===== src/rtl/dcmac_seq_pkg.sv =====
// Shared types and default constants for the DCMAC serdes reset sequencer.
//   seq_state_e      : sequencer states
//   NUM_SERDES_LANES : lanes in the serdes clock bundle
//   DEF_*            : default cycle counts and retry limit
//   max3             : largest of three values, used to size the shared counter
package dcmac_seq_pkg;

    localparam int unsigned NUM_SERDES_LANES   = 6;
    localparam int unsigned DEF_RST_CYCLES     = 16;
    localparam int unsigned DEF_TIMEOUT_CYCLES = 65536;
    localparam int unsigned DEF_SETTLE_CYCLES  = 1024;
    localparam int unsigned DEF_MAX_RETRY      = 3;
    localparam int unsigned ATTEMPT_W          = 4;

    typedef enum logic [2:0] {
        IDLE      = 3'd0,
        PWR_WAIT  = 3'd1,
        GT_RST    = 3'd2,
        DONE_WAIT = 3'd3,
        SETTLE    = 3'd4,
        RUN       = 3'd5,
        FAIL      = 3'd6
    } seq_state_e;

    function automatic int unsigned max3(input int unsigned a, input int unsigned b,
                                         input int unsigned c);
        int unsigned m;
        m = (a > b) ? a : b;
        return (m > c) ? m : c;
    endfunction

endpackage


===== src/rtl/dcmac_seq_timer.sv =====
// Loadable down-counter with a registered expired flag.
//   clk, rst_n : clock and async active-low reset
//   load       : load load_val this cycle (takes priority over counting)
//   load_val   : value loaded; the counter then spends load_val+1 cycles before expiring
//   expired    : high while the count is zero
module dcmac_seq_timer #(
    parameter int unsigned WIDTH = 11
) (
    input  logic             clk,
    input  logic             rst_n,
    input  logic             load,
    input  logic [WIDTH-1:0] load_val,
    output logic             expired
);

    logic [WIDTH-1:0] count;

    // Count down to zero and hold; expired tracks the next count value.
    always_ff @(posedge clk or negedge rst_n) begin
        if (!rst_n) begin
            count   <= '0;
            expired <= 1'b1;
        end else if (load) begin
            count   <= load_val;
            expired <= (load_val == '0);
        end else if (count != '0) begin
            count   <= count - WIDTH'(1);
            expired <= (count == WIDTH'(1));
        end
    end

endmodule


===== src/rtl/dcmac_serdes_reset_seq.sv =====
// GT/serdes bring-up sequencer for the DCMAC serdes clock bundle.
//   usrclk, aresetn : clock and async active-low reset
//   start           : 1-cycle start pulse (accepted in IDLE, RUN, FAIL)
//   lane_mask       : enabled lanes, latched on an accepted start
//   gt_pwr_good     : GT power good
//   gt_reset_done   : per-lane GT reset done
//   gt_reset        : GT reset, active-high
//   serdes_rst      : per-lane serdes reset, active-high
//   busy, link_up   : sequence in progress / link running
//   error           : sticky failure flag, cleared by an accepted start
//   attempts        : failed attempts in the current sequence (saturating)
module dcmac_serdes_reset_seq
    import dcmac_seq_pkg::*;
#(
    parameter int unsigned NUM_LANES      = NUM_SERDES_LANES,
    parameter int unsigned RST_CYCLES     = DEF_RST_CYCLES,
    parameter int unsigned TIMEOUT_CYCLES = DEF_TIMEOUT_CYCLES,
    parameter int unsigned SETTLE_CYCLES  = DEF_SETTLE_CYCLES,
    parameter int unsigned MAX_RETRY      = DEF_MAX_RETRY
) (
    input  logic                 usrclk,
    input  logic                 aresetn,
    input  logic                 start,
    input  logic [NUM_LANES-1:0] lane_mask,
    input  logic                 gt_pwr_good,
    input  logic [NUM_LANES-1:0] gt_reset_done,
    output logic                 gt_reset,
    output logic [NUM_LANES-1:0] serdes_rst,
    output logic                 busy,
    output logic                 link_up,
    output logic                 error,
    output logic [ATTEMPT_W-1:0] attempts
);

    localparam int unsigned CNT_MAX = max3(RST_CYCLES, TIMEOUT_CYCLES, SETTLE_CYCLES);
    localparam int unsigned CNT_W   = $clog2(CNT_MAX + 1);
    localparam logic [ATTEMPT_W-1:0] ATT_LIMIT = ATTEMPT_W'(MAX_RETRY);
    localparam logic [ATTEMPT_W-1:0] ATT_SAT   = '1;

    seq_state_e           state_q, state_d;
    logic [NUM_LANES-1:0] mask_q, mask_d;
    logic [ATTEMPT_W-1:0] attempts_d, att_inc;
    logic                 error_d, gt_reset_d, busy_d, link_up_d;
    logic [NUM_LANES-1:0] serdes_rst_d;
    logic                 start_ok, all_done, fail_try;
    logic                 tmr_load, tmr_expired;
    logic [CNT_W-1:0]     tmr_val;

    dcmac_seq_timer #(.WIDTH(CNT_W)) u_timer (
        .clk      (usrclk),
        .rst_n    (aresetn),
        .load     (tmr_load),
        .load_val (tmr_val),
        .expired  (tmr_expired)
    );

    // Next state, bookkeeping and next output values.
    always_comb begin
        state_d    = state_q;
        mask_d     = mask_q;
        attempts_d = attempts;
        error_d    = error;
        fail_try   = 1'b0;
        tmr_val    = '0;
        start_ok   = start && (state_q inside {IDLE, RUN, FAIL});
        all_done   = ((gt_reset_done & mask_q) == mask_q);
        att_inc    = (attempts == ATT_SAT) ? attempts : attempts + ATTEMPT_W'(1);

        if (start_ok) begin
            mask_d     = lane_mask;
            attempts_d = '0;
            error_d    = 1'b0;
            state_d    = (lane_mask == '0) ? FAIL : PWR_WAIT;
        end else if (!gt_pwr_good && !(state_q inside {IDLE, FAIL})) begin
            state_d = PWR_WAIT;
        end else begin
            case (state_q)
                PWR_WAIT:  state_d = GT_RST;
                GT_RST:    if (tmr_expired) state_d = DONE_WAIT;
                // Done is checked before the timeout so a coincident done wins.
                DONE_WAIT: begin
                    if (all_done)         state_d  = SETTLE;
                    else if (tmr_expired) fail_try = 1'b1;
                end
                SETTLE: begin
                    if (!all_done)        fail_try = 1'b1;
                    else if (tmr_expired) state_d  = RUN;
                end
                // Lock loss is a relock, not a failed attempt.
                RUN:       if (!all_done) state_d = GT_RST;
                default:   ;
            endcase
        end

        if (fail_try) begin
            attempts_d = att_inc;
            state_d    = (att_inc >= ATT_LIMIT) ? FAIL : GT_RST;
        end
        if (state_d == FAIL) error_d = 1'b1;

        case (state_d)
            GT_RST:    tmr_val = CNT_W'(RST_CYCLES - 1);
            DONE_WAIT: tmr_val = CNT_W'(TIMEOUT_CYCLES - 1);
            SETTLE:    tmr_val = CNT_W'(SETTLE_CYCLES - 1);
            default:   tmr_val = '0;
        endcase
        tmr_load = (state_d != state_q);

        gt_reset_d   = (state_d == GT_RST);
        link_up_d    = (state_d == RUN);
        busy_d       = !(state_d inside {IDLE, RUN, FAIL});
        serdes_rst_d = (state_d == RUN) ? ~mask_d : '1;
    end

    // State and registered outputs, all updated together.
    always_ff @(posedge usrclk or negedge aresetn) begin
        if (!aresetn) begin
            state_q    <= IDLE;
            mask_q     <= '0;
            attempts   <= '0;
            error      <= 1'b0;
            gt_reset   <= 1'b0;
            serdes_rst <= '1;
            busy       <= 1'b0;
            link_up    <= 1'b0;
        end else begin
            state_q    <= state_d;
            mask_q     <= mask_d;
            attempts   <= attempts_d;
            error      <= error_d;
            gt_reset   <= gt_reset_d;
            serdes_rst <= serdes_rst_d;
            busy       <= busy_d;
            link_up    <= link_up_d;
        end
    end

endmodule


===== config.mk =====
export PLATFORM = sky130hd
export DESIGN_NAME = dcmac_serdes_reset_seq
export DESIGN_NICKNAME = d
export VERILOG_FILES = /design/src/rtl/dcmac_seq_pkg.sv /design/src/rtl/dcmac_seq_timer.sv /design/src/rtl/dcmac_serdes_reset_seq.sv
export SDC_FILE = /design/constraint.sdc
export NUM_CORES = 1
export LEC_CHECK = 0
export BUFFER_PORTS_ARGS = -buffer_cell sky130_fd_sc_hd__buf_4
export CAP_MARGIN = 20
export CORE_MARGIN = 3
export CORE_UTILIZATION = 50
export DETAILED_ROUTE_END_ITERATION = 6
export PLACE_DENSITY = 0.7
export SLEW_MARGIN = 20
export SYNTH_ARGS = -nofsm -noshare
export SYNTH_HDL_FRONTEND = slang
export SYNTH_SLANG_ARGS = --single-unit

===== constraint.sdc =====
create_clock -name usrclk -period 2.79 [get_ports usrclk]
set_input_delay 0.558 -clock usrclk [delete_from_list [all_inputs] [get_ports usrclk]]
set_output_delay 0.558 -clock usrclk [all_outputs]
set_load 0.01 [all_outputs]

=== After elaboration in Yosys (flattened, before gate mapping) ===
Index checks and enable logic that the tools add are counted.

* Divide/modulo/power cells: 0
* Multiply operators: 0
* Add/subtract/negate cells: 2
* Eq/ne operators: 15
* Shift-type cells: 0
* Order comparisons: 1
* Reductions and logical operators: 16
* Bitwise logic cells: 2
* Muxes and demuxes: 29

{| class="wikitable"
|+ Operator list
! kind !! number
|-
| case mux 16 bit (3 select lines) || 1
|-
| two-way mux 17 bit || 2
|-
| two-way mux 3 bit || 10
|-
| == test 3 bit, second input constant || 6
|-
| == test 17 x 1 -> 1 bit, second input constant || 1
|-
| logical NOT 17 bit || 1
|-
| nonzero test 17 bit || 1
|-
| subtractor 17 x 1 -> 17 bit, second input constant || 1
|-
| case mux 3 bit (5 select lines) || 1
|-
| == test 3 x 2 -> 1 bit, second input constant || 4
|-
| two-way mux 4 bit || 3
|-
| two-way mux 6 bit || 2
|-
| two-way mux 1 bit || 9
|-
| nonzero test 2 bit || 4
|-
| AND 6 bit || 1
|-
| == test 6 bit || 1
|-
| logical NOT 3 bit || 2
|-
| logical NOT 6 bit || 1
|-
| NOT 6 bit || 1
|-
| nonzero test 3 bit || 2
|-
| adder 4 x 1 -> 4 bit, second input constant || 1
|-
| == test 4 bit, second input constant || 1
|-
| greater-or-equal comparator 4 x 2 -> 1 bit, second input constant || 1
|-
| == test 3 x 1 -> 1 bit, second input constant || 1
|-
| 4 further kinds || 7
|}

* Memory bits (writable): 0
* Bits in registers: 41
* Output and inout port bits: 14
* Memories: 0
* Input bits: 16
* Bits in read-only memories: 0
* Bits in latches: 0

=== Logic depth before layout (Yosys ltp) ===
* Depth in word-level cells: 11
* Gate-level depth with buffers: 11
* Depth with buffers taken out: 9

=== Hierarchy ===
From an unflattened synthesis, not the netlist that was laid out.

* Cells, all modules: 245
* Area total of the unflattened synthesis: 2456.1 um2

{| class="wikitable"
|+ Modules (own cells, without submodules)
! module !! cells each !! instances !! area each (um2)
|-
| dcmac_serdes_reset_seq || 127 || 1 || 1321.3
|-
| dcmac_seq_timer || 118 || 1 || 1134.8
|}

=== Worst setup path after synthesis ===
No wires, ideal clock.

* Kind: register to register
* From: register attempts[0]
* To: register u_timer.count[6]
* Path slack: 0.164 ns
* Cell stages (with the launch flop): 10
* Arrival time: 2.549 ns
* Period minus slack after synthesis: 2.626 ns
* Library setup time: 0.077 ns
* Cell sequence: dfrtp_1 ha_1 a21bo_2 a2111o_1 a211oi_2 a21oi_4 xnor2_1 or3b_4 buf_6 o21ai_1

* Word-level cells in the longest chain between the ends: 8
* Elaborated cells between the ends (all ways): 13
* Those cells by class: add/sub: 1; order compare: 1; eq/ne: 5; mux: 5; reduce/logical: 1

{| class="wikitable"
|+ Ends and longest elaborated chain
! item !! RTL line !! text
|-
| start, declared || dcmac_serdes_reset_seq.sv:32 || <nowiki>output logic [ATTEMPT_W-1:0] attempts</nowiki>
|-
| start signal, assigned || dcmac_serdes_reset_seq.sv:129 || <nowiki>attempts <= attempts_d;</nowiki>
|-
| adder 4 x 1 -> 4 bit or == test 4 bit (tied branches) || dcmac_serdes_reset_seq.sv:67 || <nowiki>att_inc = (attempts == ATT_SAT) ? attempts : attempts + ATTEMPT_W'(1);</nowiki>
|-
| two-way mux 4 bit * || dcmac_serdes_reset_seq.sv:67 ||
|-
| greater-or-equal comparator 4 x 2 -> 1 bit * || dcmac_serdes_reset_seq.sv:97 || <nowiki>state_d = (att_inc >= ATT_LIMIT) ? FAIL : GT_RST;</nowiki>
|-
| two-way mux 3 bit * || dcmac_serdes_reset_seq.sv:97 ||
|-
| two-way mux 3 bit * || dcmac_serdes_reset_seq.sv:95 || <nowiki>if (fail_try) begin</nowiki>
|-
| via state_d[2] || dcmac_serdes_reset_seq.sv:40 || <nowiki>seq_state_e state_q, state_d;</nowiki>
|-
| == test 3 bit or == test 3 x 2 -> 1 bit (tied branches) || dcmac_serdes_reset_seq.sv:101 || <nowiki>case (state_d)</nowiki>
|-
| case mux 16 bit (3 select lines) || dcmac_serdes_reset_seq.sv:101 ||
|-
| two-way mux 17 bit || dcmac_seq_timer.sv:23 || <nowiki>end else if (load) begin</nowiki>
|-
| end signal, assigned || dcmac_seq_timer.sv:24 || <nowiki>count <= load_val;</nowiki>
|-
| end signal, assigned || dcmac_seq_timer.sv:27 || <nowiki>count <= count - WIDTH'(1);</nowiki>
|-
| end, declared || dcmac_seq_timer.sv:16 || <nowiki>logic [WIDTH-1:0] count;</nowiki>
|}

Mark *: on every way through the listed nets, which the timed path passes. The rest lies on a longest branch.
A chain may end at the register's enable or synchronous reset.

=== Worst setup path in the final report ===
* From: register attempts[0]
* To: register u_timer.count[8]

The elaborated chain is that of the path after synthesis.

==> results.sh <==
export IMPL_dp_slack_ns=-0.00942
export IMPL_synthCells=232
export IMPL_synth_seq_area_share_pct=43.3
export IMPL_numCtsBuffers=5
export IMPL_wl_per_cell_um=15.7
export IMPL_antenna_found_initial=0
export IMPL_clk_latency_ns=0.29
export IMPL_grt_pass1_wl_um=8490
export IMPL_cts_htree_levels=2
export IMPL_cts_tree="built"
export IMPL_routabilityCongestion=0.854
export IMPL_place_hpwl_um=3690
export IMPL_cts_clk_slew_worst_paths_ns=0.08
export IMPL_leakagePower_nw=1.27
export IMPL_fin_ws_ns=0.108
export IMPL_cts_sink_count=41
export IMPL_die_y_um=75.2
export IMPL_grt_overflow=0
export IMPL_grt_max_degree=42
export IMPL_min_path_type="in -> async"
export IMPL_endpoint_kind="flip-flop"
export IMPL_hold_buffers=0
export IMPL_synth_top_area_share_pct=35.6
export IMPL_ant_nets=0
export IMPL_timing_final_crit_share_pct=96.1
export IMPL_final_nets=299
export IMPL_slew_headroom_pct=65.4
export IMPL_route_vias_total=1948
export IMPL_initial_core_util_pct=53.4
export IMPL_syn_area_sq_mm=0.00239
export IMPL_ys_warn_count=0
export IMPL_synthTopCellsByArea="dfrtp_1 (36%), dfstp_2 (7.7%), xnor2_1 (4.4%), mux2_2 (3.8%), nand2_1 (3.3%)"
export IMPL_arrival_ns=2.89
export IMPL_clock_skew_ns=0.00321
export IMPL_worst_pin_slew_ns=0.514
export IMPL_yosysUniqueCellTypes=57
export IMPL_vdd_ir_drop_worst_mv=0.648
export IMPL_path_class="reg -> reg"
export IMPL_syn_avg_cell_area_sq_um=10.3
export IMPL_track_usage_pct=19.5
export IMPL_port_buffers=29
export IMPL_core_sq_mm=0.00447
export IMPL_cts_max_path_buffers=2
export IMPL_hold_violations=0
export IMPL_power_density_mw_per_mm2=1140
export IMPL_vias_per_cell=5.85
export IMPL_critPathLaunchType="flip-flop"
export IMPL_synth_seq_cells=41
export IMPL_drv_cap=0
export IMPL_setup_viol=0
export IMPL_synth_edf_count=0
export IMPL_drive_gt1_share_pct=33.1
export IMPL_status="finished, final reports clean"
export IMPL_max_freq_mhz=373
export IMPL_area_growth_pct=21.5
export IMPL_grt_pass1_vias=1829
export IMPL_required_ns=3.00
export IMPL_drc=0
export IMPL_period_needed_ns=2.68
export IMPL_whs_ns=0.239
export IMPL_detail_route_iter0_violations=90
export IMPL_dieArea_sq_mm=0.00565
export IMPL_syn_nets=251
export IMPL_synth_async_sr_flop_share_pct=100
export IMPL_diodes=0
export IMPL_std_cell_rows=24
export IMPL_die_w_um=75.2
export IMPL_ioPinCount=30
export IMPL_yosys_most_used_dff="dfrtp_1"
export IMPL_root_buffer="clkbuf_8"
export IMPL_nFillCells=338
export IMPL_synth_top_area_cell="dfrtp_1"
export IMPL_maxSlewViolCount=0
export IMPL_routed_wl_um=5230
export IMPL_path_max_fanout=7
export IMPL_tns_ns=0
export IMPL_drt_pass1_iterations=4
==> cells in the mapped netlist, drive strengths merged (2+ instances only) <==
library cell and n:
nor3b 4, nor2b 9, a21o 3, xor2 2, nand4b 3, or4 3
clkbuf 2, mux2 8, nor4 6, nand2b 6, or3 2, nand3 5
o221ai 2, nor2 12, buf 5, mux2i 2, o22ai 2, a211oi 2
dfrtp 34, a21oi 8, xnor2 12, ha 3, o21ai 25, nand2 21
inv 7, nor3 11, dfstp 7, and3 5
==> repair_timing <==
item | CTS | global route
gates resized for setup | 0 | 6
endpoints found under the setup margin | 0 | 16
buffers inserted | 0 | 4
==> area by class of cell <==
| type | count | area, sq um | share of cell area (%) |
|---|---|---|---|
| clock buffers | 6 | 82.6 | 2.84 |
| clock inverters | 2 | 37.5 | 1.29 |
| inverters | 7 | 26.3 | 0.904 |
| multi-input cells | 178 | 1300 | 44.9 |
| flip-flops and latches | 41 | 1040 | 35.7 |
| well taps | 52 | 65.1 | 2.24 |
| repair buffers | 47 | 353 | 12.1 |
==> power breakdown <==
group	internal [mW]	switching (mW)	total [mW]
clock network	0.291	0.206	0.497
logic	0.829	0.984	1.81
registers	0.821	0.191	1.01
total	1.94	1.38	3.32
==> critical path, stage by stage (launching register included) <==
cell	delay, ns
dfrtp_1	0.36
ha_2	0.23
a21bo_2	0.23
a2111o_1	0.43
a211oi_2	0.23
buf_4	0.18
a21oi_4	0.06
xnor2_2	0.22
or3b_4	0.49
o21ai_1	0.17
==> metrics by stage <==
stage / area, sq um / total power, mW / instances / util (%)
global placement: 2730 / 2.68 / 320 / 60.9
CTS: 2850 / 3.22 / 328 / 63.6
global route: 2910 / 3.60 / 333 / 64.9
floorplan: 2390 / 2.29 / 232 / -
finish: 2910 / 3.32 / 333 / 64.9
detailed placement: 2730 / 2.71 / 320 / 60.9
==> cell families (layout without fill, tap and decap cells) <==
logic type | Yosys count | after routing | synth area share [%]
adder cells (fa/ha/maj) | 3 | 3 | 1.57
flip-flops | 41 | 41 | 43.3
AO/OA/AOI/OAI | 60 | 60 | 19.7
buffers and inverters | 14 | 62 | 3.35
AND/OR/NAND/NOR | 90 | 91 | 22.4
multiplexers | 10 | 10 | 4.61
XOR/XNOR | 14 | 14 | 5.13
==> flip-flops by register name (all words and copies together), names as in the netlist <==
register,flops
u_timer.count,17
mask_q,6
serdes_rst,6
attempts,4
state_q,3
busy,1
error,1
gt_reset,1
link_up,1
u_timer.expired,1
==> routing by layer <==
metal	vias to the layer above	track usage (%)	share of wire [%]
met2	51	31.9	49
li1	948	-	-
met1	939	25.5	45
met5	-	0	0
met4	0	6.21	1.8
met3	10	4.94	4.5
==> cell usage in the layout (no fill, tap or decap), types with 2 or more instances in the layout <==
master	Yosys	routed
a21o_1	3	3
a21oi_1	6	6
a21oi_4	2	2
and3_1	5	5
buf_4	1	47
clkbuf_8	0	6
dfrtp_1	34	32
dfrtp_2	0	2
dfstp_2	7	7
ha_1	3	2
inv_1	7	7
mux2_2	8	8
mux2i_1	2	2
nand2_1	21	21
nand2b_1	6	6
nand3_1	5	5
nand4b_1	3	3
nor2_1	11	11
nor2b_1	8	8
nor3_1	11	11
nor3b_1	4	4
nor4_1	4	4
nor4_4	2	2
o21ai_0	11	11
o21ai_1	14	14
o22ai_1	2	2
or3_1	2	2
or3b_4	1	2
or4_1	3	3
xnor2_1	12	11
xor2_1	2	2
==> final timing paths <==
| kind | from | end | slack (ns) | cells after the start |
|---|---|---|---|---|
| worst min-delay path | aresetn | gt_reset$_DFF_PN0_ | 0.24 | 1 |
| worst max register to register | attempts[0]$_DFFE_PN0P_ | u_timer.count[8]$_DFFE_PN0P_ | 0.11 | 9 |
| worst min register to register | mask_q[4]$_DFF_PN0_ | mask_q[4]$_DFF_PN0_ | 0.53 | 1 |
| max in group asynchronous | aresetn | state_q[0]$_DFF_PN0_ | 2.18 | 1 |
| min in group usrclk | lane_mask[1] | mask_q[1]$_DFF_PN0_ | 0.52 | 2 |
| worst max-delay path | attempts[0]$_DFFE_PN0P_ | u_timer.count[8]$_DFFE_PN0P_ | 0.11 | 9 |
Power figures use the tool's default switching activity.
